File: src/rtl/tdc_meas_scheduler_if.sv
// Measurement input and byte-stream output of the TDC scheduler.
// The slave modport is the scheduler's view; the master modport is the TDC/UART side.
interface tdc_meas_scheduler_if #(
    parameter int COUNT_W = 32
);
    logic               meas_valid;
    logic [COUNT_W-1:0] meas_count;
    logic [7:0]         tx_data;
    logic               tx_valid;
    logic               tx_ready;

    modport master (
        output meas_valid, meas_count, tx_ready,
        input  tx_data, tx_valid
    );

    modport slave (
        input  meas_valid, meas_count, tx_ready,
        output tx_data, tx_valid
    );
endinterface

File: src/rtl/tdc_meas_scheduler.sv
// Arms the TDC with a post-capture holdoff, queues results, and frames each one as
// SYNC, payload bytes LSB first, XOR checksum over a valid/ready byte stream.
module tdc_meas_scheduler #(
    parameter int         COUNT_W     = 32,
    parameter int         FIFO_DEPTH  = 4,
    parameter int         HOLDOFF_CYC = 20,
    parameter logic [7:0] SYNC_BYTE   = 8'hA5
) (
    input  logic                i_clk_200m,
    input  logic                i_rst,
    tdc_meas_scheduler_if.slave bus,
    output logic                o_tdc_arm,
    output logic [7:0]          o_drop_cnt,
    output logic                o_busy
);
    localparam int NB = COUNT_W / 8;
    localparam int AW = (FIFO_DEPTH > 1) ? $clog2(FIFO_DEPTH) : 1;
    localparam int HW = (HOLDOFF_CYC > 1) ? $clog2(HOLDOFF_CYC) : 1;
    localparam int IW = (NB > 1) ? $clog2(NB) : 1;

    localparam logic [AW:0]   FULL_CNT  = (AW + 1)'(FIFO_DEPTH);
    localparam logic [HW-1:0] HOLD_LOAD = HW'(HOLDOFF_CYC - 1);
    localparam logic [IW-1:0] LAST_IDX  = IW'(NB - 1);

    typedef enum logic [1:0] {ARM_INIT, ARMED, HOLDOFF, WAIT_SPACE} arm_state_t;
    typedef enum logic [1:0] {T_IDLE, T_SYNC, T_DATA, T_CSUM} tx_state_t;

    arm_state_t         r_arm_state, w_arm_next;
    tx_state_t          r_tx_state, w_tx_next;
    logic [HW-1:0]      r_hold_cnt;
    logic [7:0]         r_drop_cnt;

    logic [COUNT_W-1:0] r_fifo_mem [FIFO_DEPTH];
    logic [AW-1:0]      r_wr_ptr, r_rd_ptr;
    logic [AW:0]        r_fifo_count;

    logic [COUNT_W-1:0] r_shift;
    logic [7:0]         r_csum;
    logic [IW-1:0]      r_byte_idx;

    logic               w_push, w_pop;
    logic [AW:0]        w_count_after_pop;

    assign w_push            = (r_arm_state == ARMED) && bus.meas_valid;
    assign w_pop             = (r_tx_state == T_IDLE) && (r_fifo_count != '0);
    assign w_count_after_pop = r_fifo_count - {{AW{1'b0}}, w_pop};

    // Result FIFO: simultaneous push and pop leave the count unchanged.
    always_ff @(posedge i_clk_200m) begin
        if (i_rst) begin
            r_wr_ptr     <= '0;
            r_rd_ptr     <= '0;
            r_fifo_count <= '0;
            for (int i = 0; i < FIFO_DEPTH; i++) r_fifo_mem[i] <= '0;
        end else begin
            if (w_push) begin
                r_fifo_mem[r_wr_ptr] <= bus.meas_count;
                r_wr_ptr             <= r_wr_ptr + 1'b1;
            end
            if (w_pop) r_rd_ptr <= r_rd_ptr + 1'b1;
            if (w_push && !w_pop)      r_fifo_count <= r_fifo_count + 1'b1;
            else if (!w_push && w_pop) r_fifo_count <= r_fifo_count - 1'b1;
        end
    end

    always_ff @(posedge i_clk_200m) begin
        if (i_rst) r_arm_state <= ARM_INIT;
        else       r_arm_state <= w_arm_next;
    end

    // Re-arm only when a push could not overflow the FIFO.
    always_comb begin
        w_arm_next = r_arm_state;
        case (r_arm_state)
            ARM_INIT:   w_arm_next = ARMED;
            ARMED:      if (bus.meas_valid) w_arm_next = HOLDOFF;
            HOLDOFF:    if (r_hold_cnt == '0)
                            w_arm_next = (w_count_after_pop < FULL_CNT) ? ARMED : WAIT_SPACE;
            WAIT_SPACE: if (r_fifo_count != FULL_CNT) w_arm_next = ARMED;
            default:    w_arm_next = ARM_INIT;
        endcase
    end

    always_comb begin
        o_tdc_arm = (r_arm_state == ARMED);
    end

    always_ff @(posedge i_clk_200m) begin
        if (i_rst) begin
            r_hold_cnt <= '0;
            r_drop_cnt <= '0;
        end else begin
            if (w_push)
                r_hold_cnt <= HOLD_LOAD;
            else if (r_arm_state == HOLDOFF && r_hold_cnt != '0)
                r_hold_cnt <= r_hold_cnt - 1'b1;
            if (bus.meas_valid && r_arm_state != ARMED && r_drop_cnt != 8'hFF)
                r_drop_cnt <= r_drop_cnt + 8'd1;
        end
    end

    always_ff @(posedge i_clk_200m) begin
        if (i_rst) r_tx_state <= T_IDLE;
        else       r_tx_state <= w_tx_next;
    end

    always_comb begin
        w_tx_next = r_tx_state;
        case (r_tx_state)
            T_IDLE:  if (r_fifo_count != '0) w_tx_next = T_SYNC;
            T_SYNC:  if (bus.tx_ready) w_tx_next = T_DATA;
            T_DATA:  if (bus.tx_ready && r_byte_idx == LAST_IDX) w_tx_next = T_CSUM;
            T_CSUM:  if (bus.tx_ready) w_tx_next = T_IDLE;
            default: w_tx_next = T_IDLE;
        endcase
    end

    // Payload shifts out LSB first; checksum accumulates as each byte is accepted.
    always_ff @(posedge i_clk_200m) begin
        if (i_rst) begin
            r_shift    <= '0;
            r_csum     <= '0;
            r_byte_idx <= '0;
        end else if (w_pop) begin
            r_shift    <= r_fifo_mem[r_rd_ptr];
            r_csum     <= '0;
            r_byte_idx <= '0;
        end else if (r_tx_state == T_DATA && bus.tx_ready) begin
            r_shift    <= r_shift >> 8;
            r_csum     <= r_csum ^ r_shift[7:0];
            r_byte_idx <= r_byte_idx + 1'b1;
        end
    end

    always_comb begin
        bus.tx_valid = (r_tx_state != T_IDLE);
        bus.tx_data  = 8'h00;
        case (r_tx_state)
            T_SYNC:  bus.tx_data = SYNC_BYTE;
            T_DATA:  bus.tx_data = r_shift[7:0];
            T_CSUM:  bus.tx_data = r_csum;
            default: bus.tx_data = 8'h00;
        endcase
    end

    assign o_drop_cnt = r_drop_cnt;
    assign o_busy     = (r_fifo_count != '0) || (r_tx_state != T_IDLE);
endmodule

File: src/flat_wrapper.sv
// flat-port wrapper written by rule: the top's interface ports become plain ports
module tdc_meas_scheduler_flat 
#(
    parameter int         COUNT_W     = 32,
    parameter int         FIFO_DEPTH  = 4,
    parameter int         HOLDOFF_CYC = 20,
    parameter logic [7:0] SYNC_BYTE   = 8'hA5
)
  (i_clk_200m, i_rst, o_tdc_arm, o_drop_cnt, o_busy, bus_meas_valid, bus_meas_count, bus_tx_ready, bus_tx_data, bus_tx_valid);
  tdc_meas_scheduler_if #(.COUNT_W(COUNT_W)) bus_i ();
  input  logic i_clk_200m;
  input  logic i_rst;
  output logic o_tdc_arm;
  output logic [7:0] o_drop_cnt;
  output logic o_busy;
  input wire logic [$bits(bus_i.meas_valid)-1:0] bus_meas_valid;
  input wire logic [$bits(bus_i.meas_count)-1:0] bus_meas_count;
  input wire logic [$bits(bus_i.tx_ready)-1:0] bus_tx_ready;
  output wire logic [$bits(bus_i.tx_data)-1:0] bus_tx_data;
  output wire logic [$bits(bus_i.tx_valid)-1:0] bus_tx_valid;
  assign bus_i.meas_valid = bus_meas_valid;
  assign bus_i.meas_count = bus_meas_count;
  assign bus_i.tx_ready = bus_tx_ready;
  assign bus_tx_data = bus_i.tx_data;
  assign bus_tx_valid = bus_i.tx_valid;
  tdc_meas_scheduler #(.COUNT_W(COUNT_W), .FIFO_DEPTH(FIFO_DEPTH), .HOLDOFF_CYC(HOLDOFF_CYC), .SYNC_BYTE(SYNC_BYTE)) u_core (.i_clk_200m(i_clk_200m), .i_rst(i_rst), .bus(bus_i), .o_tdc_arm(o_tdc_arm), .o_drop_cnt(o_drop_cnt), .o_busy(o_busy));
endmodule
File: config.mk
export PLATFORM = sky130hd
export DESIGN_NAME = tdc_meas_scheduler_flat
export DESIGN_NICKNAME = d
export VERILOG_FILES = /design/src/rtl/tdc_meas_scheduler_if.sv /design/src/rtl/tdc_meas_scheduler.sv /design/src/flat_wrapper.sv
export SDC_FILE = /design/constraint.sdc
export NUM_CORES = 1
export LEC_CHECK = 0
export CAP_MARGIN = 30
export CELL_PAD_IN_SITES_DETAIL_PLACEMENT = 1
export CELL_PAD_IN_SITES_GLOBAL_PLACEMENT = 1
export CORE_UTILIZATION = 49
export CTS_BUF_LIST = sky130_fd_sc_hd__clkbuf_16
export CTS_CLUSTER_SIZE = 40
export DETAILED_ROUTE_END_ITERATION = 8
export PLACE_DENSITY = 0.77
export SYNTH_ARGS = -nofsm -noshare
export SYNTH_HDL_FRONTEND = slang
export SYNTH_SLANG_ARGS = --single-unit
File: constraint.sdc
create_clock -name i_clk_200m -period 4.5 [get_ports i_clk_200m]
set_input_delay 0.675 -clock i_clk_200m [delete_from_list [all_inputs] [get_ports i_clk_200m]]
set_output_delay 0.675 -clock i_clk_200m [all_outputs]
set_load 0.005 [all_outputs]
==> run_results.csv <==
group,metric,value,unit
logic_synthesis,async_reset_ff_share,0,%
power_and_ir_drop,powerDensity,488,nW/um^2
floorplanning,die_h,136,um
critical_path,cp-start-kind,"register",
logic_synthesis,ys_types,53,
placement,place.detailed.hpwl,13000,um
global_routing,track_usage,24.8,%
critical_path,r2r_setup_slack,1.21,ns
timing,tns,0,ns
clock_tree,path_clk_slew,0.07,ns
floorplanning,start_util,50.5,%
logic_synthesis,syn_nets,760,
logic_synthesis,synth_top_cell_by_area,"edfxtp_1",
logic_synthesis,ys_top_cells_by_area,"edfxtp_1 (44%), dfxtp_1 (15%), mux4_2 (8.2%), and2_1 (6.9%), a311oi_1 (2.6%)",
critical_path,crit_fanout,31,
cells_and_area,final_net_count,793,
power_and_ir_drop,p_int,0.00349,W
timing,hold_viol,0,
power_and_ir_drop,switching_share,29.5,%
timing,setup_viol_count_final,0,
logic_synthesis,synth-warning-count,0,
timing,max_freq,293,MHz
timing,slew_violations,0,
hold_path,hold_class,"reg2reg",
routing,vias,5762,
clock_tree,post_cts_buffers,0,
cells_and_area,diodes,0,
power_and_ir_drop,p_switching,0.00146,W
global_routing,grt_overflow,0,
hold_path,holdPathEnd,"u_core.r_byte_idx[1]$_SDFFE_PP0P_",
routing,avgRoutedWirePerCell,21.4,um
timing,slew_headroom,37.5,%
hold_path,worstHoldStart,"u_core.r_byte_idx[1]$_SDFFE_PP0P_",
clock_tree,insertion_delay,0.43,ns
outcome,status,"complete, no violations",
logic_synthesis,yosys-top-cells-count,"edfxtp_1 (128), and2_1 (97), dfxtp_1 (68)",
power_and_ir_drop,p_leak,3.74,nW
cells_and_area,final_layout_size_suffix_gt1_share,12.0,%
critical_path,rr_worst_depth,10,
cells_and_area,fin_util,58.3,%
placement,port_buffers,54,
placement,pre_cts_ws,1.09,ns
routing,viasPerCell,5.87,
floorplanning,ioPinCount,55,
logic_synthesis,syn_inst,711,
critical_path,worstPathRequired,3.83,ns
global_routing,grt_max_degree,61,
clock_tree,cts_sinks,196,
routing,route.detailed.drc,0,
logic_synthesis,synth.avg_cell_area,12.4,um^2
timing,fin_worst_skew,0.00970,ns
routing,drtIter0Drc,327,
clock_tree,cts-resized-gates,0,
routing,final_antenna_net_count,0,
run,timing.max_cap.violations,0,
clock_tree,tritoncts,"done",
critical_path,cp-end-kind,"primary output",
logic_synthesis,yosysSeqAreaShare,59.2,%
clock_tree,clk_path_buf_depth,2,
critical_path,worstSetupPathType,"reg2out",
timing,tightest_slew,0.936,ns
global_routing,grt_pass1_wl,34100,um
global_routing,antenna_found_initial,0,
cells_and_area,area_growth,15.4,%
logic_synthesis,synth_top_area_share,43.7,%
placement,routabilityCongestion,0.739,
power_and_ir_drop,power_frac_seq,46.5,%
clock_tree,cts-root-buf,"clkbuf_16",
floorplanning,row_count,48,
clock_tree,cts-htree-levels,4,
floorplanning,coreArea,17400,um^2
power_and_ir_drop,ir_worst_vdd,0.314,mV
logic_synthesis,synth-seq-cells,196,
critical_path,cp.arrival,2.73,ns
power_and_ir_drop,combPwrFrac,22.4,%
timing,holdWs,0.471,ns
logic_synthesis,synth_edf_count,128,
logic_synthesis,synth_most_common_cell,"edfxtp_1",
critical_path,timing.rr.end,"u_core.r_fifo_count[2]$_SDFFE_PP0P_",
timing,period_minus_slack,3.41,ns
routing,drt_pass1_iterations,5,
timing,setup_ws,1.09,ns
hold_path,whs_path_depth,2,
logic_synthesis,syn_area,8800,um^2
clock_tree,holdBufCountCts,0,
logic_synthesis,synth_ff_type,"edfxtp_1",
clock_tree,cts_buffers,17,
routing,wl,21100,um
floorplanning,fp.dieW,136,um
critical_path,reg2reg_from,"u_core.r_tx_state[1]$_SDFFE_PP0P_",
timing,finalCritPeriodShare,75.8,%
power_and_ir_drop,clockPowerShare,31.1,%
timing,rsz0062_at_grt,"false",
floorplanning,die-area,18500,um^2
global_routing,grt_pass1_vias,6219,
[power by group through the flow]
| stage | clock, W | sequential, W | combinational, W |
|---|---|---|---|
| 5_1_grt | 0.00161 | 0.00233 | 0.00122 |
| 3_5_place_dp | 0 | 0.00234 | 0.00110 |
| 2_1_floorplan | 0 | 0.00224 | 0.000829 |
| 6_report | 0.00154 | 0.00230 | 0.00111 |
| 3_3_place_gp | 0 | 0.00232 | 0.00104 |
| 4_1_cts | 0.00155 | 0.00230 | 0.00111 |
[cells by family (layout without fill, tap and decap cells)]
group | Yosys count | count (layout) | synth area share (%)
xor+xnor | 15 | 15 | 1.49
fa+ha+maj | 13 | 13 | 1.93
mux | 39 | 39 | 9.02
simple gates | 302 | 302 | 18.5
flops | 196 | 196 | 59.2
buf+inv | 69 | 115 | 3.29
compound gates | 77 | 77 | 6.56
[critical path, stage by stage, from the launching register on]
cell and delay, ns:
dfxtp_1 0.49, ha_1 0.54, buf_4 0.42, a22oi_1 0.16, a21oi_1 0.18, clkdlybuf4s50_1 0.51
[flip-flops by register name, indices dropped and copies added, names as in the netlist, named ones only]
| register | count |
|---|---|
| u_core.r_csum | 8 |
| u_core.r_byte_idx | 2 |
| u_core.r_fifo_count | 3 |
| u_core.r_rd_ptr | 2 |
| u_core.r_wr_ptr | 2 |
| u_core.r_fifo_mem | 128 |
| u_core.r_shift | 32 |
| u_core.r_hold_cnt | 5 |
| u_core.o_drop_cnt | 8 |
| u_core.r_tx_state | 2 |
| u_core.r_arm_state | 2 |
[area by class of cell]
cell class	count	area (um^2)
multi-input combinational	446	3330
clock inverter	15	168
fill	1745	7270
sequential	196	5210
clock buffer	17	425
tap	225	282
timing repair buffer	68	681
inverter	15	56.3
[worst max path at each step]
stage	cells after the start	slack, ns	endpoint	from
6_report	5	1.09	bus_tx_data[7]	u_core.r_tx_state[1]$_SDFFE_PP0P_
5_1_grt	5	0.89	bus_tx_data[7]	u_core.r_tx_state[1]$_SDFFE_PP0P_
4_1_cts	5	1.07	bus_tx_data[7]	u_core.r_tx_state[1]$_SDFFE_PP0P_
3_5_place_dp	5	1.09	u_core.r_fifo_mem[2][12]$_SDFFCE_PN0P_	i_rst
3_3_place_gp	5	1.17	u_core.r_fifo_mem[1][4]$_SDFFCE_PN0P_	i_rst
2_1_floorplan	5	0.86	u_core.r_fifo_mem[1][0]$_SDFFCE_PN0P_	u_core.r_arm_state[1]$_SDFFE_PP0P_
[layer usage]
metal / global-route usage [%] / part of all wire [%] / vias to the layer above
met5: 0 / 0 / -
met4: 8.52 / 1.6 / 0
met3: 3.77 / 3.0 / 25
met2: 43.7 / 53 / 105
met1: 31.0 / 42 / 2953
li1: - / - / 2679
[layout by cell type, fill, tap and decap left out, types with 4 or more instances in the layout]
cell	netlist	routed
edfxtp_1	128	128
and2_1	97	97
dfxtp_1	68	66
clkdlybuf4s50_1	0	53
nand2_1	48	48
nor2_1	47	47
nand3_1	45	45
and3_1	34	34
mux4_2	32	32
a311oi_1	26	26
a21oi_1	20	20
clkbuf_16	0	17
inv_1	13	16
xor2_1	12	12
ha_1	12	12
buf_4	3	12
a22oi_1	8	8
nor3_1	7	6
or3_1	5	5
mux2i_1	5	5
o21ai_0	7	4
a211oi_1	4	4
clkinvlp_4	0	4
[through the flow]
stage                     std cells  area, um^2  power (W)
after global routing            982       10100    0.00517
after CTS                       981       10100    0.00497
after detailed placement        949        9530    0.00343
after global placement          948        9500    0.00336
final                           982       10100    0.00495
after floorplan                 711        8800    0.00307
Power figures use the tool's default switching activity.
